==> src/rtl/paddle_emulator_if.sv <==
// Paddle emulator bus: sync inputs, per-player controls and pot sources,
// and the per-player pin/position outputs. master = driver, slave = emulator.
interface paddle_emulator_if #(
    parameter int NUM_PLAYERS = 2
);
    logic                       hs;
    logic                       vs;
    logic                       speed_fast;
    logic [NUM_PLAYERS-1:0]     btn_up;
    logic [NUM_PLAYERS-1:0]     btn_down;
    logic [2*NUM_PLAYERS-1:0]   src_sel;
    logic [NUM_PLAYERS-1:0]     invert;
    logic [16*NUM_PLAYERS-1:0]  analog_in;
    logic [8*NUM_PLAYERS-1:0]   paddle_in;
    logic [NUM_PLAYERS-1:0]     pin_out;
    logic [9*NUM_PLAYERS-1:0]   pos_out;

    modport master (
        output hs, vs, speed_fast, btn_up, btn_down,
        output src_sel, invert, analog_in, paddle_in,
        input  pin_out, pos_out
    );

    modport slave (
        input  hs, vs, speed_fast, btn_up, btn_down,
        input  src_sel, invert, analog_in, paddle_in,
        output pin_out, pos_out
    );
endinterface

==> src/rtl/paddle_emulator.sv <==
// Multi-player paddle RC-timer emulation for the AY-3-8500.
// Ports: i_clk_sys, i_reset_n (async active-low), bus (slave modport).
module paddle_emulator #(
    parameter int NUM_PLAYERS = 2,
    parameter int POS_MAX     = 255,
    parameter int POS_RESET   = 128,
    parameter int SPEED_SLOW  = 5,
    parameter int SPEED_FAST  = 8,
    parameter int ACCEL_SHIFT = 3,
    parameter int ACCEL_MAX   = 8
) (
    input  logic         i_clk_sys,
    input  logic         i_reset_n,
    paddle_emulator_if.slave bus
);
    localparam int HOLD_SAT = ACCEL_MAX << ACCEL_SHIFT;
    localparam int HOLD_W   = $clog2(HOLD_SAT + 2);
    localparam logic [HOLD_W-1:0] HOLD_SAT_V = HOLD_W'(HOLD_SAT);

    logic                   r_hs_q;
    logic                   r_vs_q;
    logic                   w_hs_rise;
    logic                   w_vs_rise;

    logic [8:0]             r_cap  [NUM_PLAYERS];
    logic [8:0]             r_pos  [NUM_PLAYERS];
    logic [HOLD_W-1:0]      r_hold [NUM_PLAYERS];
    logic [NUM_PLAYERS-1:0] r_pin;

    logic [8:0]             w_cap_nx  [NUM_PLAYERS];
    logic [8:0]             w_pos_nx  [NUM_PLAYERS];
    logic [HOLD_W-1:0]      w_hold_nx [NUM_PLAYERS];
    logic [NUM_PLAYERS-1:0] w_pin_nx;

    assign w_vs_rise = bus.vs & ~r_vs_q;
    assign w_hs_rise = bus.hs & ~r_hs_q;

    always_comb begin
        for (int i = 0; i < NUM_PLAYERS; i++) begin
            logic [1:0]  v_src;
            logic [7:0]  v_inv;
            logic [15:0] v_a;
            logic [7:0]  v_load;
            logic        v_up;
            logic        v_dn;
            logic [10:0] v_base;
            logic [10:0] v_acc;
            logic [10:0] v_step;
            logic [10:0] v_pos;
            logic [10:0] v_sum;
            logic [10:0] v_diff;

            w_cap_nx[i]  = r_cap[i];
            w_pos_nx[i]  = r_pos[i];
            w_hold_nx[i] = r_hold[i];

            v_src = bus.src_sel[2*i +: 2];
            v_inv = {8{bus.invert[i]}};
            v_a   = bus.analog_in[16*i +: 16];
            v_up  = bus.btn_up[i];
            v_dn  = bus.btn_down[i];

            unique case (v_src)
                2'd0:    v_load = r_pos[i][7:0];
                2'd1:    v_load = {~v_a[15], v_a[14:8]};
                2'd2:    v_load = {~v_a[7], v_a[6:0]};
                default: v_load = bus.paddle_in[8*i +: 8];
            endcase

            // Step uses the hold count from before this frame's update.
            v_base = bus.speed_fast ? 11'(SPEED_FAST) : 11'(SPEED_SLOW);
            v_acc  = 11'(r_hold[i] >> ACCEL_SHIFT);
            if (v_acc > 11'(ACCEL_MAX))
                v_acc = 11'(ACCEL_MAX);
            v_step = v_base + v_acc;
            v_pos  = {2'b00, r_pos[i]};
            v_sum  = v_pos + v_step;
            v_diff = v_pos - v_step;

            if (w_vs_rise) begin
                w_cap_nx[i] = {1'b0, v_load ^ v_inv};
                if (v_src == 2'd0) begin
                    if (v_up ^ v_dn) begin
                        if (r_hold[i] < HOLD_SAT_V)
                            w_hold_nx[i] = r_hold[i] + 1'b1;
                        if (v_up)
                            w_pos_nx[i] = (v_pos < v_step) ?
                                          9'd0 : v_diff[8:0];
                        else
                            w_pos_nx[i] = (v_sum > 11'(POS_MAX)) ?
                                          9'(POS_MAX) : v_sum[8:0];
                    end else begin
                        w_hold_nx[i] = '0;
                    end
                end
            end else if (w_hs_rise && r_cap[i] != 9'd0) begin
                w_cap_nx[i] = r_cap[i] - 9'd1;
            end

            w_pin_nx[i] = (w_cap_nx[i] == 9'd0);
        end
    end

    always_ff @(posedge i_clk_sys or negedge i_reset_n) begin
        if (!i_reset_n) begin
            r_hs_q <= 1'b0;
            r_vs_q <= 1'b0;
            r_pin  <= '1;
            for (int i = 0; i < NUM_PLAYERS; i++) begin
                r_cap[i]  <= '0;
                r_pos[i]  <= 9'(POS_RESET);
                r_hold[i] <= '0;
            end
        end else begin
            r_hs_q <= bus.hs;
            r_vs_q <= bus.vs;
            r_pin  <= w_pin_nx;
            for (int i = 0; i < NUM_PLAYERS; i++) begin
                r_cap[i]  <= w_cap_nx[i];
                r_pos[i]  <= w_pos_nx[i];
                r_hold[i] <= w_hold_nx[i];
            end
        end
    end

    assign bus.pin_out = r_pin;

    always_comb begin
        bus.pos_out = '0;
        for (int i = 0; i < NUM_PLAYERS; i++)
            bus.pos_out[9*i +: 9] = r_pos[i];
    end
endmodule

==> src/flat_wrapper.sv <==
// flat-port wrapper written by rule: the top's interface ports become plain ports
module paddle_emulator_flat 
#(
    parameter int NUM_PLAYERS = 2,
    parameter int POS_MAX     = 255,
    parameter int POS_RESET   = 128,
    parameter int SPEED_SLOW  = 5,
    parameter int SPEED_FAST  = 8,
    parameter int ACCEL_SHIFT = 3,
    parameter int ACCEL_MAX   = 8
)
  (i_clk_sys, i_reset_n, bus_hs, bus_vs, bus_speed_fast, bus_btn_up, bus_btn_down, bus_src_sel, bus_invert, bus_analog_in, bus_paddle_in, bus_pin_out, bus_pos_out);
  paddle_emulator_if #(.NUM_PLAYERS(NUM_PLAYERS)) bus_i ();
  input  logic i_clk_sys;
  input  logic i_reset_n;
  input wire logic [$bits(bus_i.hs)-1:0] bus_hs;
  input wire logic [$bits(bus_i.vs)-1:0] bus_vs;
  input wire logic [$bits(bus_i.speed_fast)-1:0] bus_speed_fast;
  input wire logic [$bits(bus_i.btn_up)-1:0] bus_btn_up;
  input wire logic [$bits(bus_i.btn_down)-1:0] bus_btn_down;
  input wire logic [$bits(bus_i.src_sel)-1:0] bus_src_sel;
  input wire logic [$bits(bus_i.invert)-1:0] bus_invert;
  input wire logic [$bits(bus_i.analog_in)-1:0] bus_analog_in;
  input wire logic [$bits(bus_i.paddle_in)-1:0] bus_paddle_in;
  output wire logic [$bits(bus_i.pin_out)-1:0] bus_pin_out;
  output wire logic [$bits(bus_i.pos_out)-1:0] bus_pos_out;
  assign bus_i.hs = bus_hs;
  assign bus_i.vs = bus_vs;
  assign bus_i.speed_fast = bus_speed_fast;
  assign bus_i.btn_up = bus_btn_up;
  assign bus_i.btn_down = bus_btn_down;
  assign bus_i.src_sel = bus_src_sel;
  assign bus_i.invert = bus_invert;
  assign bus_i.analog_in = bus_analog_in;
  assign bus_i.paddle_in = bus_paddle_in;
  assign bus_pin_out = bus_i.pin_out;
  assign bus_pos_out = bus_i.pos_out;
  paddle_emulator #(.NUM_PLAYERS(NUM_PLAYERS), .POS_MAX(POS_MAX), .POS_RESET(POS_RESET), .SPEED_SLOW(SPEED_SLOW), .SPEED_FAST(SPEED_FAST), .ACCEL_SHIFT(ACCEL_SHIFT), .ACCEL_MAX(ACCEL_MAX)) u_core (.i_clk_sys(i_clk_sys), .i_reset_n(i_reset_n), .bus(bus_i));
endmodule
==> config.mk <==
export PLATFORM = sky130hd
export DESIGN_NAME = paddle_emulator_flat
export DESIGN_NICKNAME = d
export VERILOG_FILES = /design/src/rtl/paddle_emulator_if.sv /design/src/rtl/paddle_emulator.sv /design/src/flat_wrapper.sv
export SDC_FILE = /design/constraint.sdc
export NUM_CORES = 1
export LEC_CHECK = 0
export CORE_AREA = 2 2 118 108
export CTS_CLUSTER_DIAMETER = 150
export DETAILED_ROUTE_END_ITERATION = 6
export DIE_AREA = 0 0 120 110
export PLACE_DENSITY_LB_ADDON = 0.05
export SLEW_MARGIN = 10
export SYNTH_ARGS = -nofsm -noshare
export SYNTH_HDL_FRONTEND = slang
export SYNTH_SLANG_ARGS = --single-unit
==> constraint.sdc <==
create_clock -name i_clk_sys -period 4.45 [get_ports i_clk_sys]
set_input_delay 0.89 -clock i_clk_sys [delete_from_list [all_inputs] [get_ports i_clk_sys]]
set_output_delay 0.89 -clock i_clk_sys [all_outputs]
set_load 0.02 [all_outputs]
# Word level (Yosys, flattened, before mapping)
# Cells that the tools add are included.
word_totals:
  output_inout_bits: 20
  input_bits: 63
  word_cells: 76
  register_bits: 54
classes:
  bitwise_logic: 12
  eq_ne: 6
  mux: 19
  reduce_logical: 12
  addsub: 10
  magnitude_cmp: 8
ops:
  columns: ["cell", "count"]
  rows:
  - ["$mux 9", 10]
  - ["$pmux 8 s3", 2]
  - ["$mux 7", 4]
  - ["$add 9x11->11", 2]
  - ["$gt 11x8->1 const B", 2]
  - ["$lt 9x11->1", 2]
  - ["$logic_not 9->1", 2]
  - ["$reduce_bool 9->1", 2]
  - ["$sub 9x1->9 const B", 2]
  - ["$sub 9x9->9", 2]
  - ["$xor 8x8->8", 2]
  - ["$add 7x1->7 const B", 2]
  - ["$lt 7x7->1 const B", 2]
  - ["$mux 4", 3]
  - ["$reduce_and 3->1", 4]
  - ["$add 4x4->5", 2]
  - ["$gt 4x4->1 const B", 2]
  - ["$not 1->1", 6]
  - ["$eq 2x1->1 const B", 2]
  - ["$eq 2x2->1 const B", 2]
  - ["$logic_not 2->1", 2]
  - ["$ne 2x2->1 const B", 2]
  - ["$and 1x1->1", 2]
  - ["$logic_and 1x1->1", 2]
  - ["$xor 1x1->1", 2]

# Logic depth before layout (Yosys ltp)
# Gate-level depths: netlist of run 1.
depth:
  depth_word: 7
  mapped_depth: 14
  ltp_nobuf: 14

# Worst setup path after synthesis of run 1
# No wires, ideal clock.
synth_path:
  kind: "input to register"
  startpoint: "input bus_speed_fast"
  endpoint: "register u_core.r_pos (netlist bit u_core.bus.pos_out[13])"
  path_stages: 13
  slack_ns: 0.889
  path_buffers: 1
  arrival_time_ns: 3.429
  setup_time_ns: 0.133
  required_ns: 4.317
  cell_sequence: "inv_1 -> ha_1 -> ha_1 -> inv_1 -> fa_1 -> nor2b_1 -> o21a_2 -> o21ai_2 -> or4b_1 -> o221a_1 -> buf_6 -> a2111oi_2 -> a21oi_1"
synth_between:
  elab_chain_len: 6
  word_cells_on_any_way: 9
  cone_classes: "add/sub (3); order compare (2); mux (4)"
synth_rtl:
  columns: ["item", "line", "rtl"]
  rows:
  - ["start, declared", "flat_wrapper.sv:18", "input wire logic [$bits(bus_i.speed_fast)-1:0] bus_speed_fast;"]
  - ["$mux 4 *", "paddle_emulator.sv:71", "v_base = bus.speed_fast ? 11'(SPEED_FAST) : 11'(SPEED_SLOW);"]
  - ["$add 4x4->5 *", "paddle_emulator.sv:75", "v_step = v_base + v_acc;"]
  - ["$add 9x11->11", "paddle_emulator.sv:77", "v_sum = v_pos + v_step;"]
  - ["$gt 11x8->1", "paddle_emulator.sv:90", "w_pos_nx[i] = (v_sum > 11'(POS_MAX)) ?"]
  - ["$mux 9", "paddle_emulator.sv:90", null]
  - ["$mux 9 *", "paddle_emulator.sv:86", "if (v_up)"]
  - ["end signal, assigned by index", "paddle_emulator.sv:111", "r_pos[i] <= 9'(POS_RESET);"]
  - ["end signal, assigned by index", "paddle_emulator.sv:120", "r_pos[i] <= w_pos_nx[i];"]
  - ["end, declared", "paddle_emulator.sv:26", "logic [8:0] r_pos [NUM_PLAYERS];"]
# Every way passes the cells marked *; elsewhere a longest branch is shown, timed or not.
# A chain may end at the register's enable or synchronous reset.

# Final worst setup path of run 1
# Ends and elaborated chain as after synthesis.

==> results of run 1 <==
==> metrics by stage <==
stage | std cells | hold WS (ns) | total power [mW]
finish | 771 | 0.556 | 2.35
CTS | 771 | 0.557 | 2.36
detailed placement | 763 | 0.535 | 1.88
floorplan | 539 | 0.500 | 1.50
global placement | 763 | 0.526 | 1.87
global route | 771 | 0.589 | 2.54
==> layout by cell type, fill, tap and decap left out, types with 4 or more instances in the layout <==
master           synthesis  layout
clkdlybuf4s50_1          0      81
dfrtp_1                 50      50
nor2_1                  48      48
nand2_1                 42      42
inv_1                   39      39
a21oi_1                 36      36
o21ai_0                 33      33
ha_1                    32      32
xnor2_1                 26      26
nor3_1                  23      23
xor2_1                  19      19
mux4_2                  16      16
a31oi_1                 12      12
nor2b_1                 11      11
or3_1                   10      10
a21o_1                   9       9
nand3_1                  8       8
a211oi_1                 8       8
buf_4                    0       8
nor4_1                   7       7
nand4_1                  6       6
o211ai_1                 5       5
clkbuf_16                0       5
o22ai_1                  4       4
o21bai_1                 4       4
fa_1                     4       4
dfstp_2                  4       4
==> cells in the mapped netlist (3+ instances only) <==
master	instances
a2111oi_0	3
a211oi_1	8
a21o_1	9
a21oi_1	36
a22o_1	3
a311oi_1	3
a31oi_1	12
clkbuf_1	20
dfrtp_1	50
dfstp_2	4
fa_1	4
ha_1	32
inv_1	39
mux2i_1	3
mux4_2	16
nand2_1	42
nand2b_1	3
nand3_1	8
nand4_1	6
nor2_1	48
nor2b_1	11
nor3_1	23
nor4_1	7
o211ai_1	5
o21ai_0	33
o21bai_1	4
o22ai_1	4
o311a_1	3
or3_1	10
or4_1	3
xnor2_1	26
xor2_1	19
==> power groups by stage <==
stage,registers (mW),clock network [mW],logic (mW)
final,0.766,0.473,1.11
after global routing,0.791,0.514,1.24
after detailed placement,0.777,0,1.11
after CTS,0.767,0.487,1.11
after global placement,0.775,0,1.10
after floorplan,0.761,0,0.739
==> per-layer routing <==
layer	global-route usage	vias to the layer above	part of all wire
met2	0.299	107	0.45
met1	0.294	2017	0.50
met4	0.0462	0	0.0096
li1	-	2104	-
met5	0	-	0
met3	0.0298	10	0.040
==> how the worst min path moves through the flow <==
stage,start,end,slack (ns),cells after the start
finish,u_core.r_hold[1],u_core.r_hold[1],0.56,1
global route,u_core.r_hold[0],u_core.r_hold[0],0.59,1
CTS,u_core.r_hold[8],u_core.r_hold[8],0.56,1
detailed placement,u_core.r_hold[8],u_core.r_hold[8],0.54,1
global placement,u_core.r_hold[8],u_core.r_hold[8],0.53,1
floorplan,u_core.r_hold[1],u_core.r_hold[1],0.50,1
==> registers in the layout, summed over array words and instances (netlist names) <==
| name | count |
|---|---|
| u_core.bus.pos_out | 18 |
| u_core.r_hs_q | 1 |
| u_core.r_hold | 14 |
| u_core.r_cap | 18 |
| u_core.bus.pin_out | 2 |
| u_core.r_vs_q | 1 |
==> kinds of logic after synthesis <==
family / share of synthesized area
AO/OA/AOI/OAI: 0.201
XOR/XNOR: 0.0838
adder cells (fa/ha/maj): 0.102
buffers and inverters: 0.0556
flip-flops: 0.288
multiplexers: 0.0877
AND/OR/NAND/NOR: 0.181
==> worst max-delay path: cells and delay by family <==
family,cells,cell delay (ns)
adder cells (fa/ha/maj),3,0.99
AO/OA/AOI/OAI,5,0.97
buffers and inverters,3,0.70
AND/OR/NAND/NOR,2,0.60
==> final cells by class <==
cell class | count | area (sq um)
Fill cell | 1144 | 6090
Multi-Input combinational cell | 420 | 3090
Sequential cell | 54 | 1360
Timing Repair Buffer | 90 | 876
Tap cell | 160 | 200
Inverter | 39 | 146
Clock buffer | 5 | 125
Clock inverter | 3 | 47.5
==> flow_summary.yaml, run 1 <==
finish:
  fin_area_sq_um: 5840
  drive_above_1_share: 0.0786
  finish.utilization: 0.489
  n_antenna_cell: 0
  nets: 709
  syn_to_final_growth_pct: 24.1
grt:
  gr-total-overflow: 0
  grt_pass1_vias: 3990
  antenna_found_initial: 0
  grt_pass1_wl_mm: 20.7
  track_usage: 0.196
  grt_max_degree: 55
power:
  power.switching_mw: 0.949
  swShare: 0.404
  p_clk_frac: 0.201
  cell_internal_pwr_mw: 1.40
  seqPwrFrac: 0.326
  peakVddDrop_uv: 228
  power_density_nw_per_um2: 402
  pwr-share-comb: 0.473
  power.leakage_nw: 2.43
die:
  ioPinCount: 83
  die_h_microns: 110
  dieArea_sq_um: 13200
  start_util: 0.394
  core_area_sq_um: 11900
  die_w_microns: 120
  rows: 38
route:
  vias: 4238
  drc_errors: 0
  wire_per_inst_microns: 16.0
  drtPass1Iterations: 5
  routed_wl_mm: 12.3
  first_iter_violations: 331
  vias_per_cell: 5.50
  ant_nets: 0
clock_network:
  ctsLongestPathBuffers: 2
  postCtsSetupBuffers: 0
  numCtsBuffers: 5
  cts_resized: 0
  h-tree-depth: 2
  hold_buffers: 0
  clock-sinks: 54
  cts_tree: "built"
  cts-root-buf: "clkbuf_16"
  path_clk_slew_ns: 0.08
  clkLatencyLatePin_ns: 0.30
worst_hold_path:
  hold_class: "flop to flop"
setup_path:
  worst_path_max_delay_cell: "clkdlybuf4s50_1"
  timing.rr.start: "u_core.r_hold[3]"
  crit_chain: "clkdlybuf4s50_1 -> inv_1 -> ha_1 -> ha_1 -> inv_1 -> fa_1 -> nor2b_1 -> o21a_2 -> o21ai_2 -> or4b_1 -> o221a_1 -> a2111oi_2 -> a21oi_1"
  required_ns: 4.61
  reg2regPathDepth: 12
  crit_start: "bus_speed_fast"
  crit_fanout: 9
  cp-end-kind: "flop"
  critPathArrivalTime_ns: 4.15
  max_stage_delay_ns: 0.51
  ff2ff_setup_slack_ns: 1.09
  start_kind: "primary input"
  cp-endpoint: "u_core.bus.pos_out[13]"
  r2r_end: "u_core.bus.pos_out[13]"
  criticalPathCategory: "primary input to flop"
synth:
  yosysTopAreaCell: "dfrtp_1"
  synth_nets: 638
  synth_area_sq_um: 4710
  yosys_register_bits: 54
  synth_flop_cell: "dfrtp_1"
  async_flop_share: 1.00
  yosysWarnings: 0
  ys_seq_area_frac: 0.288
  synth.area.top_cells: "dfrtp_1, ha_1, mux4_2"
  synth_cells: 539
  synth.distinct_cells: 60
  avgSynthCellArea_sq_um: 8.73
  synth_top_area_share: 0.266
  synth-edff-count: 0
sta:
  relSlewSlack: 0.413
  timing.final.crit_share: 0.895
  setup_viol: 0
  maxSlewViolCount: 0
  final.setup.tns_ns: 0
  fin_worst_skew_ns: 0.00549
  report.final.hold_viol_count: 0
  worstMarginPinSlew_ns: 0.873
  rsz0062_at_grt: "false"
  setup_slack_ns: 0.466
  period_needed_ns: 3.98
  max_freq_mhz: 251
run_status:
  outcome: "complete, no violations"
placed_design:
  postPlaceCellArea_sq_um: 5670
  globalplace.congestion: 0.916
  dp_hpwl_mm: 9.59
  io_buffers: 82
  dp_slack_ns: 0.145
run:
  drv_cap: 0
Note: power is estimated with default switching activity, not from simulation.
==> inputs of run 2 (changes only) <==
--- a/config.mk
+++ b/config.mk
@@ -5,11 +5,13 @@
 export SDC_FILE = /design/constraint.sdc
 export NUM_CORES = 1
 export LEC_CHECK = 0
-export CORE_AREA = 2 2 118 108
+export ABC_AREA = 1
+export CORE_AREA = 2 2 126 116
 export CTS_CLUSTER_DIAMETER = 150
 export DETAILED_ROUTE_END_ITERATION = 6
-export DIE_AREA = 0 0 120 110
+export DIE_AREA = 0 0 128 118
 export PLACE_DENSITY_LB_ADDON = 0.05
+export RECOVER_POWER = 50
 export SLEW_MARGIN = 10
 export SYNTH_ARGS = -nofsm -noshare
 export SYNTH_HDL_FRONTEND = slang
==> run 2 against run 1 <==
Effect of this change: flip-flop and latch count unchanged; final cell count increased by 39%; total power increased by 37%; via count increased by 28%; maximum frequency increased by 8.5%; wire length increased by 22%; hold slack got worse by 0.0099 ns; critical endpoint is now u_core.bus.pos_out[10]; clock power decreased by 3%; critical path type unchanged; cell area increased by 11%; the run now ends with max-capacitance violations, max-slew violations left; highest routed layer is now met5.
==> flow_summary.yaml, run 2 <==
run_status:
  outcome: "finished with violations"
  violations: "max-capacitance violations, max-slew violations"
clock_network:
  clock-sinks: 54
  clkLatencyLatePin_ns: 0.30
  numCtsBuffers: 5
  h-tree-depth: 2
  path_clk_slew_ns: 0.07
  cts-root-buf: "clkbuf_16"
  ctsLongestPathBuffers: 2
  cts_tree: "built"
  cts_resized: 0
  postCtsSetupBuffers: 0
  hold_buffers: 0
setup_path:
  timing.rr.start: "u_core.r_hold[10]"
  start_kind: "primary input"
  criticalPathCategory: "primary input to flop"
  cp-endpoint: "u_core.bus.pos_out[10]"
  crit_fanout: 9
  cp-end-kind: "flop"
  reg2regPathDepth: 17
  r2r_end: "u_core.bus.pos_out[2]"
  critPathArrivalTime_ns: 3.87
  required_ns: 4.65
  ff2ff_setup_slack_ns: 1.42
  crit_start: "bus_speed_fast"
grt:
  antenna_found_initial: 2
  track_usage: 0.201
  gr-total-overflow: 0
  grt_pass1_wl_mm: 25.0
  grt_max_degree: 55
  grt_pass1_vias: 5128
power:
  peakVddDrop_uv: 236
  power_density_nw_per_um2: 494
  power.leakage_nw: 3.19
route:
  ant_nets: 0
  routed_wl_mm: 15.0
  first_iter_violations: 278
  drc_errors: 0
  vias_per_cell: 5.08
  vias: 5442
  wire_per_inst_microns: 14.0
  drtPass1Iterations: 5
synth:
  yosysMostFrequentCell: "nand2_1"
  synth_top_area_share: 0.230
  yosysTopAreaCell: "dfrtp_1"
  synth_flop_cell: "dfrtp_1"
  synth_nets: 930
  avgSynthCellArea_sq_um: 6.53
  synth.area.top_cells: "dfrtp_1, nand2_1, nand3_1"
  synth_cells: 831
  ys_seq_area_frac: 0.250
  synthTopCellsByCount: "nand2_1, inv_1, nand3_1, nor2_1, dfrtp_1"
  async_flop_share: 1.00
  yosys_register_bits: 54
  synth_area_sq_um: 5430
  synth-edff-count: 0
  synth.distinct_cells: 48
  yosysWarnings: 0
sta:
  maxSlewViolCount: 55
  report.final.hold_viol_count: 0
  rsz0062_at_grt: "false"
  setup_slack_ns: 0.778
  timing.final.crit_share: 0.825
  worstMarginPinSlew_ns: 2.95
  setup_viol: 0
  max_freq_mhz: 272
  fin_worst_skew_ns: 0.00834
  final.setup.tns_ns: 0
  period_needed_ns: 3.67
  relSlewSlack: -0.965
finish:
  ff_latch_area_sq_um: 1360
  nets: 998
  multi_input_area_sq_um: 3450
  fin_area_sq_um: 6490
  final.fill_count: 1421
  mostFrequentLayoutCells: "nand2_1, inv_1, nand3_1, nor2_1, clkdlybuf4s50_1"
  layoutNonFillerInstCount: 1072
  layout_commonest_cell: "nand2_1"
  syn_to_final_growth_pct: 19.6
  n_antenna_cell: 0
  drive_above_1_share: 0.0767
  finish.utilization: 0.472
placed_design:
  globalplace.congestion: 0.898
  io_buffers: 82
  placed_cells: 1064
  dp_slack_ns: 0.457
  dp_hpwl_mm: 12.3
  postPlaceCellArea_sq_um: 6340
die:
  dieArea_sq_um: 15100
  die_h_microns: 118
  start_util: 0.395
  die_w_microns: 128
  core_area_sq_um: 13700
  rows: 41
  ioPinCount: 83
run:
  drv_cap: 1
worst_hold_path:
  hold_class: "flop to flop"
-- run 2: cell types whose count changed after synthesis, moves of 13 or more --
cell      delta
nand3_1     +85
nor2_1      +36
xnor2_1     -23
inv_1       +73
nor3_1      -13
clkbuf_1    -19
mux4_2      -16
nand2_1    +161
-- run 2: final cells by class --
cell class                 count  area share
clock buffer                   5      0.0193
inverter                     126      0.0730
clock inverter                 3     0.00732
sequential                    54       0.209
multi-input combinational    628       0.531
timing repair buffer          84       0.127
tap                          172      0.0331
-- run 2: power breakdown --
| part | switching, mW | leakage [nW] | internal, mW |
|---|---|---|---|
| Sequential | 0.242 | 0.652 | 0.639 |
| Combinational | 1.13 | 2.46 | 0.741 |
| Clock | 0.188 | 0.0844 | 0.269 |
| Total | 1.56 | 3.19 | 1.65 |
-- run 2: per-layer routing --
metal | wire [microns] | vias to the layer above | GRT usage
li1 | - | 2797 | -
met1 | 7310 | 2512 | 0.284
met2 | 6900 | 116 | 0.325
met3 | 646 | 13 | 0.0377
met4 | 125 | 4 | 0.0343
met5 | 27 | - | 0
-- run 2: kinds of logic (layout without fill, tap and decap cells) --
logic type               Yosys count  in the layout  synth area share
buffers and inverters            149            218             0.113
flip-flops                        54             54             0.250
adder cells (fa/ha/maj)           36             36            0.0885
XOR/XNOR                          24             24            0.0401
AO/OA/AOI/OAI                    100            100            0.0998
AND/OR/NAND/NOR                  468            468             0.409
-- run 2: worst min-delay path by stage --
stage,depth (start not counted),from,end
floorplan,2,u_core.r_cap[8],u_core.r_cap[8]
global placement,2,u_core.bus.pos_out[7],u_core.bus.pos_out[7]
detailed placement,2,u_core.bus.pos_out[7],u_core.bus.pos_out[7]
CTS,2,u_core.bus.pos_out[7],u_core.bus.pos_out[7]
global route,2,u_core.r_hold[5],u_core.r_hold[5]
finish,2,u_core.bus.pos_out[7],u_core.bus.pos_out[7]
-- run 2: critical path, cell delays in order --
cell and delay, ns:
clkdlybuf4s50_1 0.53, inv_1 0.12, ha_1 0.35, nand3_1 0.09, nand2_1 0.08, xor2_1 0.23, inv_1 0.07, ha_1 0.46
nand2_1 0.10, o21ai_1 0.24, nand2_1 0.12, a21oi_1 0.13, nand2_1 0.07, nand3_2 0.13, nand2_1 0.10, nor2_1 0.12
nor2_1 0.04
-- run 2: stage by stage --
step	hold WS (ns)	total power, mW
floorplan	0.488	2.16
global placement	0.528	2.74
detailed placement	0.536	2.75
CTS	0.546	3.22
global route	0.589	3.51
finish	0.547	3.21
